===== src/rtl/memory_access_unit.sv =====
// rtl/memory_access_unit.sv - byte-addressed load/store front-end for a single-port word RAM
module memory_access_unit #(
  parameter int ADDRESS_SIZE = 10,
  parameter int WORD_SIZE    = 32
) (
  input  logic                    clk,
  input  logic                    reset,
  input  logic                    req_valid,
  output logic                    req_ready,
  input  logic                    req_write,
  input  logic [1:0]              req_size,
  input  logic                    req_unsigned,
  input  logic [ADDRESS_SIZE+1:0] req_address,
  input  logic [WORD_SIZE-1:0]    req_write_data,
  output logic                    resp_valid,
  output logic                    resp_error,
  output logic [WORD_SIZE-1:0]    resp_data,
  output logic                    mem_read_enable,
  output logic                    mem_write_enable,
  output logic [ADDRESS_SIZE-1:0] mem_read_address,
  output logic [ADDRESS_SIZE-1:0] mem_write_address,
  output logic [WORD_SIZE-1:0]    mem_write_data,
  input  logic [WORD_SIZE-1:0]    mem_read_data
);

  typedef enum logic [1:0] {
    S_IDLE    = 2'd0,
    S_ACCESS  = 2'd1,
    S_RESPOND = 2'd2
  } state_t;

  state_t                  state_q, state_d;
  logic                    write_q;
  logic [1:0]              size_q;
  logic                    unsigned_q;
  logic [1:0]              offset_q;
  logic [ADDRESS_SIZE-1:0] waddr_q;
  logic [WORD_SIZE-1:0]    wdata_q;
  logic                    error_q;
  logic [WORD_SIZE-1:0]    resp_data_q;

  logic                    misaligned;
  logic                    accept;
  logic [7:0]              load_byte;
  logic [15:0]             load_half;
  logic [WORD_SIZE-1:0]    load_ext;
  logic [WORD_SIZE-1:0]    merged;

  // Size 11 is never legal; half and word need natural alignment.
  always_comb begin
    misaligned = 1'b0;
    case (req_size)
      2'b00:   misaligned = 1'b0;
      2'b01:   misaligned = req_address[0];
      2'b10:   misaligned = (req_address[1:0] != 2'b00);
      default: misaligned = 1'b1;
    endcase
  end

  assign accept = req_valid && (state_q == S_IDLE);

  // State register.
  always_ff @(posedge clk) begin
    if (reset) begin
      state_q <= S_IDLE;
    end else begin
      state_q <= state_d;
    end
  end

  // Next-state: aligned requests visit ACCESS, misaligned go straight to RESPOND.
  always_comb begin
    state_d = state_q;
    case (state_q)
      S_IDLE: begin
        if (req_valid) begin
          state_d = misaligned ? S_RESPOND : S_ACCESS;
        end
      end
      S_ACCESS:  state_d = S_RESPOND;
      S_RESPOND: state_d = S_IDLE;
      default:   state_d = S_IDLE;
    endcase
  end

  // FSM outputs; RAM enables are gated by reset so an in-flight write is dropped.
  always_comb begin
    req_ready        = 1'b0;
    mem_read_enable  = 1'b0;
    mem_write_enable = 1'b0;
    resp_valid       = 1'b0;
    resp_error       = 1'b0;
    case (state_q)
      S_IDLE: begin
        req_ready       = 1'b1;
        mem_read_enable = req_valid && !misaligned && !reset;
      end
      S_ACCESS: begin
        mem_write_enable = write_q && !reset;
      end
      S_RESPOND: begin
        resp_valid = !reset;
        resp_error = error_q && !reset;
      end
      default: begin
        req_ready = 1'b0;
      end
    endcase
  end

  // Request capture on accept and response data update.
  always_ff @(posedge clk) begin
    if (reset) begin
      write_q     <= 1'b0;
      size_q      <= 2'b00;
      unsigned_q  <= 1'b0;
      offset_q    <= 2'b00;
      waddr_q     <= '0;
      wdata_q     <= '0;
      error_q     <= 1'b0;
      resp_data_q <= '0;
    end else begin
      if (accept) begin
        write_q    <= req_write;
        size_q     <= req_size;
        unsigned_q <= req_unsigned;
        offset_q   <= req_address[1:0];
        waddr_q    <= req_address[ADDRESS_SIZE+1:2];
        wdata_q    <= req_write_data;
        error_q    <= misaligned;
        if (misaligned) begin
          resp_data_q <= '0;
        end
      end
      if (state_q == S_ACCESS) begin
        resp_data_q <= write_q ? '0 : load_ext;
      end
    end
  end

  // Lane select and sign/zero extension of the word returned by the RAM.
  always_comb begin
    load_byte = mem_read_data[{offset_q, 3'b000} +: 8];
    load_half = mem_read_data[{offset_q[1], 4'b0000} +: 16];
    case (size_q)
      2'b00:   load_ext = unsigned_q ? {{(WORD_SIZE-8){1'b0}}, load_byte}
                                     : {{(WORD_SIZE-8){load_byte[7]}}, load_byte};
      2'b01:   load_ext = unsigned_q ? {{(WORD_SIZE-16){1'b0}}, load_half}
                                     : {{(WORD_SIZE-16){load_half[15]}}, load_half};
      default: load_ext = mem_read_data;
    endcase
  end

  // Read-modify-write merge: only the addressed lane takes new store data.
  always_comb begin
    merged = mem_read_data;
    case (size_q)
      2'b00:   merged[{offset_q, 3'b000} +: 8]     = wdata_q[7:0];
      2'b01:   merged[{offset_q[1], 4'b0000} +: 16] = wdata_q[15:0];
      default: merged = wdata_q;
    endcase
  end

  assign mem_read_address  = req_address[ADDRESS_SIZE+1:2];
  assign mem_write_address = waddr_q;
  assign mem_write_data    = merged;
  assign resp_data         = resp_data_q;

endmodule


===== config.mk =====
export PLATFORM = sky130hd
export DESIGN_NAME = memory_access_unit
export DESIGN_NICKNAME = d
export VERILOG_FILES = /design/src/rtl/memory_access_unit.sv
export SDC_FILE = /design/constraint.sdc
export NUM_CORES = 1
export LEC_CHECK = 0
export CORE_MARGIN = 1.5
export CORE_UTILIZATION = 43
export CTS_CLUSTER_DIAMETER = 100
export DETAILED_ROUTE_END_ITERATION = 10
export PLACE_DENSITY = 0.83
export SLEW_MARGIN = 30
export SYNTH_ARGS = -nofsm -noshare
export SYNTH_HDL_FRONTEND = slang
export SYNTH_SLANG_ARGS = --single-unit

===== constraint.sdc =====
create_clock -name clk -period 2.5 [get_ports clk]
set_input_delay 0.75 -clock clk [delete_from_list [all_inputs] [get_ports clk]]
set_output_delay 0.75 -clock clk [all_outputs]
set_load 0.005 [all_outputs]

==> After elaboration in Yosys (flattened, before gate mapping) <==
Index checks and enable logic that the tools add are counted.
{ "word_totals": {"ff_bits": 83, "latchBits": 0, "mem_bits_rw": 0, "mem_bits_ro": 0, "in_bits": 83, "output_inout_bits": 89, "word_cells": 56, "memories": 0} }
{ "classes": {"addsub": 2, "mul": 0, "div": 0, "order_cmp": 0, "n_eq_ne": 6, "shift": 6, "n_mux": 19, "bitwise_logic": 0, "n_reduce_logical": 14} }
{ "ops": {"columns": ["op", "n"], "rows": [
  ["$mux W32", 6],
  ["$pmux W32 S2", 2],
  ["$bwmux W32", 2],
  ["$shift A16 B7 Y32 const A", 1],
  ["$shift A8 B7 Y32 const A", 1],
  ["$shiftx A16 B7 Y32", 1],
  ["$shiftx A32 B6 Y16", 1],
  ["$shiftx A32 B6 Y8", 1],
  ["$shiftx A8 B7 Y32", 1],
  ["$neg A5 Y7", 2],
  ["$eq A2 B1 Y1 const B", 3],
  ["$logic_not A2 Y1", 3],
  ["$reduce_bool A2 Y1", 3],
  ["$logic_and A1 B1 Y1", 5],
  ["$mux W1", 5],
  ["$eq A2 B2 Y1 const B", 2],
  ["$mux W2", 2],
  ["$pmux W2 S2", 1],
  ["$pmux W1 S3", 1],
  ["$logic_not A1 Y1", 2],
  ["$ne A2 B2 Y1 const B", 1],
  ["$reduce_and A2 Y1", 1]
]} }

==> Longest topological paths before layout <==
{ "logic_depth": {"depth_word": 6, "ltp_mapped": 7, "mapped_depth_nobuf": 6} }

==> Least setup slack after synthesis <==
OpenSTA, ideal clock, no wires.
{ "synth_timing": {"kind": "register to output", "from": "register offset_q[1]", "to": "output port mem_write_data[10]", "arrival_time_ns": 1.612, "required_time_ns": 1.750, "setup_slack_ns": 0.138, "stages_incl_launch_ff": 8, "n_path_buf": 1, "path_cell_list": "dfxtp_1 -> buf_6 -> inv_2 -> ha_1 -> nor2b_1 -> nand2_1 -> nor2_1 -> a221o_1"} }
{ "synth_via": {"elab_chain_len": 4} }
{ "synth_rtl": {"columns": ["element", "line", "source"], "rows": [
  ["start, declared", "36", "logic [1:0] offset_q;"],
  ["start signal, assigned", "127", "offset_q <= req_address[1:0];"],
  ["$neg A5 Y7, on equally long branches", "159, 158", null],
  ["$shiftx A16 B7 Y32 (tied with other cells)", "159", "2'b01: merged[{offset_q[1], 4'b0000} +: 16] = wdata_q[15:0];"],
  ["$bwmux W32, on equally long branches", "159, 158", null],
  ["$pmux W32 S2 *", "157", "case (size_q)"],
  ["end, declared", "22", "output logic [WORD_SIZE-1:0] mem_write_data,"]
]} }
Mark *: on every way between the ends. The rest lies on a longest branch, timed or not.

==> Worst setup path after layout <==
{ "layout_timing": {"from": "register offset_q[0]", "to": "output port mem_write_data[25]"} }
{ "layout_via": {"elab_chain_len": 4} }
{ "layout_rtl": {"columns": ["element", "line", "source"], "rows": [
  ["$neg A5 Y7 *", "158", "2'b00: merged[{offset_q, 3'b000} +: 8] = wdata_q[7:0];"],
  ["$shiftx A8 B7 Y32 or $shift A8 B7 Y32 (tied branches)", "158", null],
  ["$bwmux W32 *", "158", null],
  ["$pmux W32 S2 *", "157", null]
]} }
Marked as above.

==> flow_summary.ini <==
[status]
outcome = finished, violations left
violations = setup timing

[critical_path]
critPathKind = reg -> out
worst_ep_required_time_ns = 1.75
r2r-start = size_q[0]
worst_setup_path_start_kind = flop
worstSetupEndpointType = output pin
cp.arrival_ns = 2.07
cp-startpoint = offset_q[0]
path_max_fanout = 4

[route]
drt_iter0_markers = 390
routed_wirelength_mm = 17.3
wire_per_inst_um = 19.9
vias = 4947
drc = 0
iteration_count_of_the_initial_detailed_routing_pass = 5
vias_per_cell = 5.68
drtAntennaViolNets = 0

[run]
timing.max_cap.violations = 0

[synth]
cell_types_occupying_the_most_area_after_synthesis = sky130_fd_sc_hd__dfxtp_1 40%, sky130_fd_sc_hd__nand2_1 12%, sky130_fd_sc_hd__a221o_1 7.7%, sky130_fd_sc_hd__a21oi_1 6.4%, sky130_fd_sc_hd__o21ai_0 3.6%
yosys_warnings = 0
synth_nets = 586
mapped_cells = 498
synth.cell_area_um2 = 4160
yosysTopAreaCellShare = 0.399
netlist.top_cell.by_area = sky130_fd_sc_hd__dfxtp_1
ys_dominant_reg_cell = sky130_fd_sc_hd__dfxtp_1
synth_area_per_cell_um2 = 8.36
synth-seq-cells = 83
seq_area_frac_synth = 0.399
fraction_of_registers_with_async_set_or_reset_after_synthesis = 0
synth_edf_count = 0
ys_types = 47

[floorplanning]
dieHeight_um = 101
placementRows = 35
boundaryPins = 172
core_area_um2 = 9330
die_x_um = 101
initial_utilization = 0.446
die_area_um2 = 10300

[placement]
place.gp.congestion = 1.04
dp.cells = 827
dpl.hpwl_mm = 12.8
post_dp_cell_area_um2 = 6370
io_buffer_count = 171

[sta]
achievable-frequency_mhz = 355
hold_violations = 0
slew_viol_final = 0
final-setup-viol-count = 32
slew_headroom = 0.397
period_share = 1.13
max_slew.worst_pin.slew_ns = 0.897
final.hold.worst_slack_ns = 0.455
fin_worst_skew_ns = 0.0164
grt_setup_unrepaired = yes
period_minus_slack_ns = 2.82
final.setup.worst_slack_ns = -0.319

[pwr]
power-per-cell-area_nw_per_um2 = 513
ir_worst_vdd_mv = 0.366
total_leakage_power_uw = 0.00285

[cells_and_area]
commonest_non_fill_non_tap_cells_in_the_layout = 129 x sky130_fd_sc_hd__clkdlybuf4s50_1, 126 x sky130_fd_sc_hd__nand2_1, 78 x sky130_fd_sc_hd__buf_4, 77 x sky130_fd_sc_hd__dfxtp_1, 51 x sky130_fd_sc_hd__a21oi_1
areaGrowthSynthToFinish_pct = 66.9
diodes = 0
design_area_final_um2 = 6940
instances_no_fill = 871
finalNetCount = 825
nFillCells = 680
drive_above_1_share = 0.267
mostFrequentLayoutCell = sky130_fd_sc_hd__clkdlybuf4s50_1

[cts]
worst_skew_pair.late_latency_ns = 0.36
cts_buffer_depth = 2
cts_root_buffer = sky130_fd_sc_hd__clkbuf_8
clkTransAtPathRegs_ns = 0.09
holdBufCountCts = 0
tritoncts = built
cts_num_sinks = 83
cts.htree.levels = 3
tritoncts.num_buffers = 9

[global_route]
antenna_violations_before_repair = 0
grt_start_max_net_pins = 51
first_pass_grt_wire_length_mm = 25.5
gr-total-overflow = 0
grt.total_usage = 0.330
grt_pass1_vias = 4669

[hold_path]
hold_path_startpoint = mem_write_address[9]
hp-class = reg -> reg
## registers in the layout, summed over array words and instances, names as in the netlist
name               cells
unsigned_q             1
size_q                 2
resp_data             32
state_q                2
mem_write_address     10
write_q                1
offset_q               2
wdata_q               32
error_q                1
## worst max-delay path, stage by stage (launching register included)
cell and delay [ns]:
sky130_fd_sc_hd__dfxtp_4 0.39, sky130_fd_sc_hd__or3b_4 0.41, sky130_fd_sc_hd__nor4b_4 0.28, sky130_fd_sc_hd__buf_6 0.16
sky130_fd_sc_hd__buf_6 0.10, sky130_fd_sc_hd__buf_6 0.08, sky130_fd_sc_hd__a221o_1 0.17, sky130_fd_sc_hd__buf_2 0.12
## area by class of cell
cell class | count | area (µm²) | share of cell area
well taps | 129 | 161 | 0.0232
clock inverters | 5 | 83.8 | 0.0121
repair buffers | 276 | 2480 | 0.357
multi-input cells | 362 | 2370 | 0.341
clock buffers | 11 | 141 | 0.0204
inverters | 5 | 26.3 | 0.00378
flip-flops and latches | 83 | 1680 | 0.242
## layer usage
metal	global-route usage	part of all wire	vias up
met4	0.120	0.029	0
met1	0.438	0.41	2290
met3	0.0663	0.10	55
met2	0.532	0.46	324
met5	0	0	-
li1	-	-	2278
## report_power, final
| part | switching [µW] | internal (µW) | total [µW] | leakage [µW] |
|---|---|---|---|---|
| combinational | 456 | 546 | 1000 | 0.00207 |
| sequential | 70.9 | 1390 | 1460 | 0.000681 |
| clock | 503 | 594 | 1100 | 0.000106 |
| total | 1030 | 2530 | 3560 | 0.00285 |
## what timing repair did
| action | 4_1_cts | 5_1_grt |
|---|---|---|
| setup endpoints to repair | 36 | 39 |
| gates cloned | 0 | 0 |
| setup buffers | 23 | 6 |
| resized for setup | 189 | 26 |
| pin swaps | 22 | 26 |
## worst paths after layout
kind / endpoint / slack [ns] / depth (start not counted)
max: mem_write_data[25] / -0.32 / 7
min: mem_write_address[9] / 0.45 / 2
max reg2reg: resp_data[18] / 0.48 / 6
min reg2reg: mem_write_address[9] / 0.45 / 2
## cells in the mapped netlist, drive strengths merged, types with 2 or more instances
cell type	n
a21boi	3
a21o	8
a21oi	54
a221o	32
a221oi	7
a22o	10
a22oi	8
a31oi	2
a32o	6
and2	3
buf	29
clkbuf	19
dfxtp	83
ha	5
inv	5
mux2	2
mux2i	14
nand2	128
nand2b	6
nor2	6
nor2b	11
nor3	6
nor4b	2
o21ai	30
o22ai	7
## metrics by stage
stage	power, µW	setup TNS, ns	util	setup slack [ns]
2_1_floorplan	1850	0	-	0.138
3_3_place_gp	2410	-14.50	0.683	-0.403
3_5_place_dp	2420	-14.65	0.683	-0.429
4_1_cts	3530	-5.87	0.732	-0.310
5_1_grt	3680	-8.78	0.744	-0.359
6_report	3560	-6.81	0.744	-0.319
## logic make-up after synthesis
group	synth area share
compound gates	0.289
simple gates	0.185
flops	0.399
buf+inv	0.0679
mux	0.0445
fa+ha+maj	0.0150
No activity file was read; power rests on OpenSTA's default activity.
